===== src/rtl/pc_alu_unit_if.sv =====
// -----------------------------------------------------------------------------
// pc_alu_unit_if
// Purpose : groups the execute-stage signals exchanged between the main control /
//           register file side (master) and the pc_alu_unit core (slave).
// Signals :
//   branch   master->slave  beq request from main control
//   imm16    master->slave  instruction[15:0], signed branch offset in words
//   alu_op   master->slave  ALU opcode from main control
//   funct    master->slave  instruction[5:0]
//   shamt    master->slave  instruction[10:6]
//   oper1    master->slave  ALU operand A (rs data)
//   oper2    master->slave  ALU operand B (rt data or immediate)
//   pc       slave->master  current instruction byte address
//   alu_cmd  slave->master  decoded ALU command
//   result   slave->master  ALU result
//   overflow slave->master  signed overflow flag (informational)
//   zero     slave->master  high when result is zero
// -----------------------------------------------------------------------------
interface pc_alu_unit_if;
   logic        branch;
   logic [15:0] imm16;
   logic [3:0]  alu_op;
   logic [5:0]  funct;
   logic [4:0]  shamt;
   logic [31:0] oper1;
   logic [31:0] oper2;
   logic [7:0]  pc;
   logic [3:0]  alu_cmd;
   logic [31:0] result;
   logic        overflow;
   logic        zero;

   modport master (
      output branch, imm16, alu_op, funct, shamt, oper1, oper2,
      input  pc, alu_cmd, result, overflow, zero
   );

   modport slave (
      input  branch, imm16, alu_op, funct, shamt, oper1, oper2,
      output pc, alu_cmd, result, overflow, zero
   );
endinterface


===== src/rtl/pc_alu_unit.sv =====
// -----------------------------------------------------------------------------
// pc_alu_unit
// Purpose : execute-stage core of a single-cycle MIPS-style CPU. Holds the 8-bit
//           program counter, decodes the ALU command from alu_op/funct and
//           performs the 32-bit ALU operation. The zero flag drives the beq
//           decision for the next PC.
// Ports   :
//   clk_i   rising-edge clock
//   clr_i   synchronous active-high reset (pc only)
//   bus_io  pc_alu_unit_if.slave : control/operand inputs, pc/ALU outputs
// Notes   : alu_cmd/result/overflow/zero are combinational; only pc is state.
// -----------------------------------------------------------------------------
module pc_alu_unit (
   input  logic         clk_i,
   input  logic         clr_i,
   pc_alu_unit_if.slave bus_io
);

   typedef enum logic [3:0] {
      CMD_AND = 4'b0000,
      CMD_OR  = 4'b0001,
      CMD_ADD = 4'b0010,
      CMD_XOR = 4'b0011,
      CMD_SLL = 4'b0100,
      CMD_SRL = 4'b0101,
      CMD_SUB = 4'b0110,
      CMD_SLT = 4'b0111,
      CMD_NOR = 4'b1100
   } alu_cmd_e;

   // R-type funct field to ALU command; unknown functs fall back to ADD.
   function automatic alu_cmd_e decode_funct(input logic [5:0] funct);
      alu_cmd_e cmd;
      case (funct)
         6'b100000: cmd = CMD_ADD;
         6'b100010: cmd = CMD_SUB;
         6'b100100: cmd = CMD_AND;
         6'b100101: cmd = CMD_OR;
         6'b100110: cmd = CMD_XOR;
         6'b100111: cmd = CMD_NOR;
         6'b101010: cmd = CMD_SLT;
         6'b000000: cmd = CMD_SLL;
         6'b000010: cmd = CMD_SRL;
         default:   cmd = CMD_ADD;
      endcase
      return cmd;
   endfunction

   alu_cmd_e    alu_cmd_s;
   logic [31:0] sum_s;
   logic [31:0] diff_s;
   logic [31:0] result_s;
   logic        overflow_s;
   logic        zero_s;
   logic [7:0]  pc_q;
   logic [7:0]  pc_d;
   logic [7:0]  pc_seq_s;
   logic [7:0]  pc_branch_s;

   // ALU command decode from main-control opcode (R-type defers to funct).
   always_comb begin
      alu_cmd_s = CMD_ADD;
      case (bus_io.alu_op)
         4'b0000: alu_cmd_s = CMD_ADD;
         4'b0001: alu_cmd_s = CMD_SUB;
         4'b0010: alu_cmd_s = decode_funct(bus_io.funct);
         4'b0011: alu_cmd_s = CMD_AND;
         4'b0100: alu_cmd_s = CMD_OR;
         4'b0101: alu_cmd_s = CMD_XOR;
         4'b0110: alu_cmd_s = CMD_SLT;
         default: alu_cmd_s = CMD_ADD;
      endcase
   end

   assign sum_s  = bus_io.oper1 + bus_io.oper2;
   assign diff_s = bus_io.oper1 - bus_io.oper2;

   // ALU datapath and signed overflow detection.
   always_comb begin
      result_s   = 32'h0000_0000;
      overflow_s = 1'b0;
      case (alu_cmd_s)
         CMD_AND: result_s = bus_io.oper1 & bus_io.oper2;
         CMD_OR:  result_s = bus_io.oper1 | bus_io.oper2;
         CMD_ADD: begin
            result_s   = sum_s;
            // Same-sign operands producing a different-sign sum.
            overflow_s = (bus_io.oper1[31] == bus_io.oper2[31]) &&
                         (sum_s[31] != bus_io.oper1[31]);
         end
         CMD_XOR: result_s = bus_io.oper1 ^ bus_io.oper2;
         CMD_SLL: result_s = bus_io.oper2 << bus_io.shamt;
         CMD_SRL: result_s = bus_io.oper2 >> bus_io.shamt;
         CMD_SUB: begin
            result_s   = diff_s;
            // Different-sign operands where the difference flips away from oper1.
            overflow_s = (bus_io.oper1[31] != bus_io.oper2[31]) &&
                         (diff_s[31] != bus_io.oper1[31]);
         end
         CMD_SLT: result_s = {31'd0, ($signed(bus_io.oper1) < $signed(bus_io.oper2))};
         CMD_NOR: result_s = ~(bus_io.oper1 | bus_io.oper2);
         default: result_s = 32'h0000_0000;
      endcase
   end

   assign zero_s = (result_s == 32'h0000_0000);

   // Sequential and branch targets. Only the low 8 bits of the shifted,
   // sign-extended offset matter since PC arithmetic is modulo 256.
   assign pc_seq_s    = pc_q + 8'd4;
   assign pc_branch_s = pc_seq_s + 8'({{16{bus_io.imm16[15]}}, bus_io.imm16} << 2);

   // Next-PC selection: taken beq when branch is requested and the ALU result is zero.
   always_comb begin
      pc_d = pc_seq_s;
      if (bus_io.branch && zero_s) begin
         pc_d = pc_branch_s;
      end else begin
         pc_d = pc_seq_s;
      end
   end

   // PC register with synchronous clear that overrides any branch.
   always_ff @(posedge clk_i) begin
      if (clr_i) begin
         pc_q <= 8'h00;
      end else begin
         pc_q <= pc_d;
      end
   end

   assign bus_io.pc       = pc_q;
   assign bus_io.alu_cmd  = alu_cmd_s;
   assign bus_io.result   = result_s;
   assign bus_io.overflow = overflow_s;
   assign bus_io.zero     = zero_s;

endmodule


===== src/flat_wrapper.sv =====
// flat-port wrapper written by rule: the top's interface ports become plain ports
module pc_alu_unit_flat 
  (clk_i, clr_i, bus_io_branch, bus_io_imm16, bus_io_alu_op, bus_io_funct, bus_io_shamt, bus_io_oper1, bus_io_oper2, bus_io_pc, bus_io_alu_cmd, bus_io_result, bus_io_overflow, bus_io_zero);
  pc_alu_unit_if bus_io_i ();
  input  logic clk_i;
  input  logic clr_i;
  input wire logic [$bits(bus_io_i.branch)-1:0] bus_io_branch;
  input wire logic [$bits(bus_io_i.imm16)-1:0] bus_io_imm16;
  input wire logic [$bits(bus_io_i.alu_op)-1:0] bus_io_alu_op;
  input wire logic [$bits(bus_io_i.funct)-1:0] bus_io_funct;
  input wire logic [$bits(bus_io_i.shamt)-1:0] bus_io_shamt;
  input wire logic [$bits(bus_io_i.oper1)-1:0] bus_io_oper1;
  input wire logic [$bits(bus_io_i.oper2)-1:0] bus_io_oper2;
  output wire logic [$bits(bus_io_i.pc)-1:0] bus_io_pc;
  output wire logic [$bits(bus_io_i.alu_cmd)-1:0] bus_io_alu_cmd;
  output wire logic [$bits(bus_io_i.result)-1:0] bus_io_result;
  output wire logic [$bits(bus_io_i.overflow)-1:0] bus_io_overflow;
  output wire logic [$bits(bus_io_i.zero)-1:0] bus_io_zero;
  assign bus_io_i.branch = bus_io_branch;
  assign bus_io_i.imm16 = bus_io_imm16;
  assign bus_io_i.alu_op = bus_io_alu_op;
  assign bus_io_i.funct = bus_io_funct;
  assign bus_io_i.shamt = bus_io_shamt;
  assign bus_io_i.oper1 = bus_io_oper1;
  assign bus_io_i.oper2 = bus_io_oper2;
  assign bus_io_pc = bus_io_i.pc;
  assign bus_io_alu_cmd = bus_io_i.alu_cmd;
  assign bus_io_result = bus_io_i.result;
  assign bus_io_overflow = bus_io_i.overflow;
  assign bus_io_zero = bus_io_i.zero;
  pc_alu_unit u_core (.clk_i(clk_i), .clr_i(clr_i), .bus_io(bus_io_i));
endmodule

===== config.mk =====
export PLATFORM = sky130hd
export DESIGN_NAME = pc_alu_unit_flat
export DESIGN_NICKNAME = d
export VERILOG_FILES = /design/src/rtl/pc_alu_unit_if.sv /design/src/rtl/pc_alu_unit.sv /design/src/flat_wrapper.sv
export SDC_FILE = /design/constraint.sdc
export NUM_CORES = 1
export LEC_CHECK = 0
export CAP_MARGIN = 10
export CORE_ASPECT_RATIO = 1.1
export CORE_MARGIN = 3
export CORE_UTILIZATION = 40
export CTS_BUF_LIST = sky130_fd_sc_hd__clkbuf_8
export CTS_CLUSTER_DIAMETER = 120
export DETAILED_ROUTE_END_ITERATION = 10
export PLACE_DENSITY = 0.71
export SYNTH_ARGS = -nofsm -noshare
export SYNTH_HDL_FRONTEND = slang
export SYNTH_SLANG_ARGS = --single-unit

===== constraint.sdc =====
create_clock -name clk_i -period 9.5 [get_ports clk_i]
set_input_delay 1.9 -clock clk_i [delete_from_list [all_inputs] [get_ports clk_i]]
set_output_delay 1.9 -clock clk_i [all_outputs]
set_load 0.03 [all_outputs]

==> results of run 1 <==
[cells by family after synthesis]
logic type | synth area share
compound gates | 0.390
xor+xnor | 0.0393
fa+ha+maj | 0.140
buf+inv | 0.0887
flops | 0.0122
mux | 0.123
other cells | 0.000382
simple gates | 0.206
[worst max-delay path by stage]
stage,end,slack (ps),cells after the start
final,bus_io_zero,150,15
after global routing,bus_io_zero,50,15
after CTS,bus_io_zero,350,15
after detailed placement,bus_io_zero,360,15
after global placement,bus_io_zero,390,15
after floorplan,bus_io_zero,1930,15
[layer usage]
layer / GRT usage / vias to the layer above / share of wire
li1: - / 5667 / -
met2: 0.565 / 923 / 0.44
met4: 0.182 / 0 / 0.070
met1: 0.449 / 5887 / 0.38
met5: 0 / - / 0
met3: 0.0646 / 190 / 0.11
[area by class of cell]
class,instances,area (um2),area share
clock buffers,3,41.3,0.00357
inverters,119,452,0.0391
multi-input cells,1214,8840,0.765
flip-flops and latches,6,120,0.0104
well taps,305,382,0.0330
repair buffers,187,1730,0.149
[critical path, delay by kind of cell]
| family | cells | cell delay (ps) |
|---|---|---|
| compound gates | 5 | 1740 |
| fa+ha+maj | 1 | 430 |
| buf+inv | 3 | 1080 |
| simple gates | 6 | 2300 |
[cell usage in the layout (no fill, tap or decap), drive strengths merged, types with 22 or more instances in the layout]
master         count
inv              114
buf               58
mux2i             39
nor2             122
nand2            114
a31oi             22
a211oi            31
o31ai             23
nor3              33
mux2              41
nand3             31
xnor2             40
o22ai             47
a21oi            109
clkdlybuf4s50    129
ha               105
o21ai             82
o211ai            30
a22oi             30
[power by group through the flow]
stage | logic [mW] | registers (mW) | clock network, mW
floorplan | 0.520 | 0.0298 | 0
global placement | 0.837 | 0.0280 | 0
detailed placement | 0.837 | 0.0280 | 0
CTS | 0.842 | 0.0276 | 0.0394
global route | 0.917 | 0.0277 | 0.0408
finish | 0.868 | 0.0277 | 0.0390
[through the flow]
step | power [mW] | setup slack (ps) | std cells | area [um2] | hold WS, ps
2_1_floorplan | 0.550 | 1930 | 1434 | 9820 | 741
3_3_place_gp | 0.865 | 388 | 1831 | 11500 | 637
3_5_place_dp | 0.865 | 356 | 1831 | 11500 | 653
4_1_cts | 0.909 | 350 | 1834 | 11600 | 667
5_1_grt | 0.985 | 50.3 | 1834 | 11600 | 708
6_report | 0.935 | 146 | 1834 | 11600 | 676
==> out/results.ini, run 1 <==
[outcome]
status = complete, no violations

[floorplan]
io_pins = 144
row_count = 59
core-area_um2 = 23900
die_w_um = 155
start_util = 0.410
die_area_um2 = 26500
die_y_um = 170

[routing]
drt_pre_antenna_iters = 10
route.detailed.drc = 0
ant_nets = 0
detail_route.vias_per_cell = 6.91
drt_iter0_markers = 1903
vias = 12667
wl_per_cell_um = 26.6
drt_wl_total_um = 48800

[placement]
finalWeightedCongestion = 1.07
portBuffers = 131
hpwl_um = 39300

[pwr]
comb_power_share = 0.929
seqPwrFrac = 0.030
internal_power_uw = 378
leakagePower_nw = 4.64
switchingPower_uw = 557
p_per_area_nw_per_um2 = 80.9
switching_share = 0.596
vdd_drop_max_mv = 0.0963
clkPwrFrac = 0.042

[synthesis]
yosysTopAreaCell = ha_1
yosys.area.top_type_share = 0.134
netlist_instances = 1433
async_flop_share = 0
synth_most_common_cell = nor2_1
netlist_area_um2 = 9820
avgSynthCellArea_um2 = 6.85
yosysUniqueCellTypes = 93
yosys_warnings = 0
seq_area_frac_synth = 0.0122
synth_ff_type = dfxtp_1
synth_seq_cells = 6
synth_edf_count = 0
synth.top_cells.by_area = ha_1 13%, a21oi_1 5.5%, nor2_1 4.6%, mux2_2 4.6%, nand2_1 4.3%
synth_common_cells = 121 x nor2_1, 113 x nand2_1, 111 x inv_1, 107 x a21oi_1, 105 x ha_1

[worst_setup_path]
cp.arrival_ps = 7450
worst_path_max_delay_cell = clkdlybuf4s50_1
r2r-start = u_core.bus_io.pc[2]
reg2reg_slack_ps = 7250
worstPathRequired_ps = 7600
startpoint = bus_io_oper2[9]
crit_chain = clkdlybuf4s50_1, inv_1, ha_1, nor4_1, o31ai_1, a31oi_1, o311ai_0, o31ai_1, a211oi_1, or4_1, nor2_1, nand4_1, or4_4, nor4_4, buf_4
crit_type = in -> out
crit_top_cell = o31ai_1
r2r-end = u_core.bus_io.pc[7]
cp-end-kind = output port
max_stage_delay_ps = 740
reg2reg_depth = 9
critPathLaunchType = primary input
crit_fanout = 8

[final_layout]
nFillCells = 2481
final_util = 0.483
insertedDiodeCount = 0
drive_gt1_frac = 0.102
nNetsFinal = 1737
largest_reg_flops = 6
area_delta_synth_final_pct = 17.7

[flow_run]
max-cap-violations = 0

[timing]
rsz0062_at_grt = no
period_share = 0.985
hold_viol = 0
fmax_mhz = 107
setup_violations = 0
skew_ps = 3.79
drv_slew = 0
tightest_slew_ps = 1100
final.min_clock_period_ps = 9350
tns_ps = 0
relSlewSlack = 0.264

[cts]
cts_buffer_depth = 2
clock_sinks = 6
cts_inserted_buffers = 3
insertion_delay_ps = 230
cts_tree = done
hold_buffers = 0
cts.clk_slew.worst_paths_ps = 30
cts_resized = 0
cts_root_buffer = clkbuf_8
htreeDepth = 1
cts_setup_buffers = 0

[grt]
grt_pass1_vias = 11796
gr-usage-all-layers = 0.352
antenna_found_initial = 0
grt_overflow_total = 0
grt_pass1_wl_um = 72700
grt_max_degree = 78

[min_path]
min_path_cells = 3
min_path_type = reg -> reg
worstHoldStart = u_core.bus_io.pc[6]
min_to = u_core.bus_io.pc[6]

(Power assumes the default switching activity.)
==> run 2, diff against run 1 <==
Settings changed: CELL_PAD_IN_SITES_DETAIL_PLACEMENT set to 0, CELL_PAD_IN_SITES_GLOBAL_PLACEMENT set to 1, PLACE_DENSITY 0.71 to unset, PLACE_DENSITY_LB_ADDON set to 0.1.
==> out/results.ini, run 2 (synthesis gave the netlist of run 1 again) <==
[cts]
htreeDepth = 1
hold_buffers = 0
cts_tree = done
cts_resized = 0
cts_inserted_buffers = 3
cts_setup_buffers = 0
cts_root_buffer = clkbuf_8
cts.clk_slew.worst_paths_ps = 40
insertion_delay_ps = 230
cts_buffer_depth = 2
clock_sinks = 6

[grt]
grt_pass1_wl_um = 76300
antenna_found_initial = 0
grt_pass1_vias = 12140
grt_overflow_total = 0
grt_max_degree = 67
gr-usage-all-layers = 0.372

[min_path]
min_path_cells = 3
min_path_type = reg -> reg
min_to = u_core.bus_io.pc[2]
worstHoldStart = u_core.bus_io.pc[2]

[timing]
period_share = 0.950
final.min_clock_period_ps = 9020
tightest_slew_ps = 1350
tns_ps = 0
drv_slew = 0
setup_slack_ps = 476
setup_violations = 0
hold_viol = 0
skew_ps = 3.86
rsz0062_at_grt = no
relSlewSlack = 0.0984
fmax_mhz = 111

[routing]
met2WireLength_um = 22300
detail_route.vias_per_cell = 6.94
drt_iter0_markers = 1539
drt_wl_total_um = 51800
ant_nets = 0
route.detailed.drc = 0
topRoutingLayerUsed = met4
drt_pre_antenna_iters = 8
routedLengthMet1_um = 19700
wl_per_cell_um = 28.0
wl_met3_um = 5410
vias = 12797

[floorplan]
row_count = 59
io_pins = 144
core-area_um2 = 23900
die_y_um = 170
die_w_um = 155
die_area_um2 = 26500
start_util = 0.410

[pwr]
p_total_uw = 949
leakagePower_nw = 4.70
vdd_drop_max_mv = 0.0784
p_per_area_nw_per_um2 = 81.4

[placement]
hpwl_um = 41800
dp_slack_ps = 705
finalWeightedCongestion = 1.06
portBuffers = 131

[worst_setup_path]
worstPathRequired_ps = 7600
critPathLaunchType = primary input
cp-end-kind = output port
r2r-start = u_core.bus_io.pc[2]
crit_fanout = 5
reg2reg_slack_ps = 7310
reg2reg_depth = 9
r2r-end = u_core.bus_io.pc[7]
cp.arrival_ps = 7120
crit_type = in -> out

[final_layout]
nFillCells = 2513
final_util = 0.487
nNetsFinal = 1748
layout_common_cells = 129 x clkdlybuf4s50_1, 120 x nor2_1, 113 x nand2_1
drive_gt1_frac = 0.109
insertedDiodeCount = 0
final_common_cell = clkdlybuf4s50_1
largest_reg_flops = 6
area_delta_synth_final_pct = 18.7

[flow_run]
max-cap-violations = 0

[outcome]
status = complete, no violations

-- run 2: cell count changes in the layout (fill, tap and decap cells not counted), sizes merged --
| cell | previous run | this run |
|---|---|---|
| buf | 58 | 69 |
-- run 2: final cells by class --
type                            instances  area [um2]  area share
Clock buffer                            3        41.3     0.00354
Inverter                              119         452      0.0388
Multi-Input combinational cell       1214        8840       0.758
Sequential cell                         6         120      0.0103
Tap cell                              305         382      0.0327
Timing Repair Buffer                  198        1820       0.156
-- run 2: worst max path at each step --
stage               slack [ps]     endpoint             from  cells after the start
finish                     480  bus_io_zero  bus_io_oper2[9]                     16
global route               270  bus_io_zero  bus_io_oper1[0]                     18
CTS                        680  bus_io_zero  bus_io_oper2[3]                     16
detailed placement         710  bus_io_zero  bus_io_oper2[9]                     16
global placement           650  bus_io_zero  bus_io_oper2[9]                     16
floorplan                 1930  bus_io_zero  bus_io_funct[2]                     15
-- run 2: per-layer routing --
| layer | GRT usage | vias to the layer above |
|---|---|---|
| li1 | - | 5695 |
| met1 | 0.472 | 5979 |
| met2 | 0.584 | 922 |
| met3 | 0.0603 | 201 |
| met4 | 0.242 | 0 |
| met5 | 0 | - |
-- run 2: stage by stage --
| step | std cells | area [um2] | hold slack (ps) |
|---|---|---|---|
| floorplan | 1434 | 9820 | 741 |
| global placement | 1842 | 11600 | 610 |
| detailed placement | 1842 | 11600 | 613 |
| CTS | 1845 | 11700 | 619 |
| global route | 1845 | 11700 | 683 |
| finish | 1845 | 11700 | 624 |
-- run 2: worst max-delay path, cell delays in order --
cell	delay (ps)
clkdlybuf4s50_1	530
inv_1	90
ha_1	340
nor4_1	430
o31ai_1	150
a31oi_1	410
o311ai_0	180
buf_4	190
o31ai_1	470
a211oi_1	310
or4_1	610
nor2_1	130
nand4_1	330
or4_4	580
nor4_4	250
buf_4	200
-- run 2: report_power, final --
group          switching [mW]  total (mW)  internal [mW]
Combinational           0.554       0.882          0.328
Sequential           0.000962      0.0274         0.0264
Clock                  0.0122      0.0395         0.0273
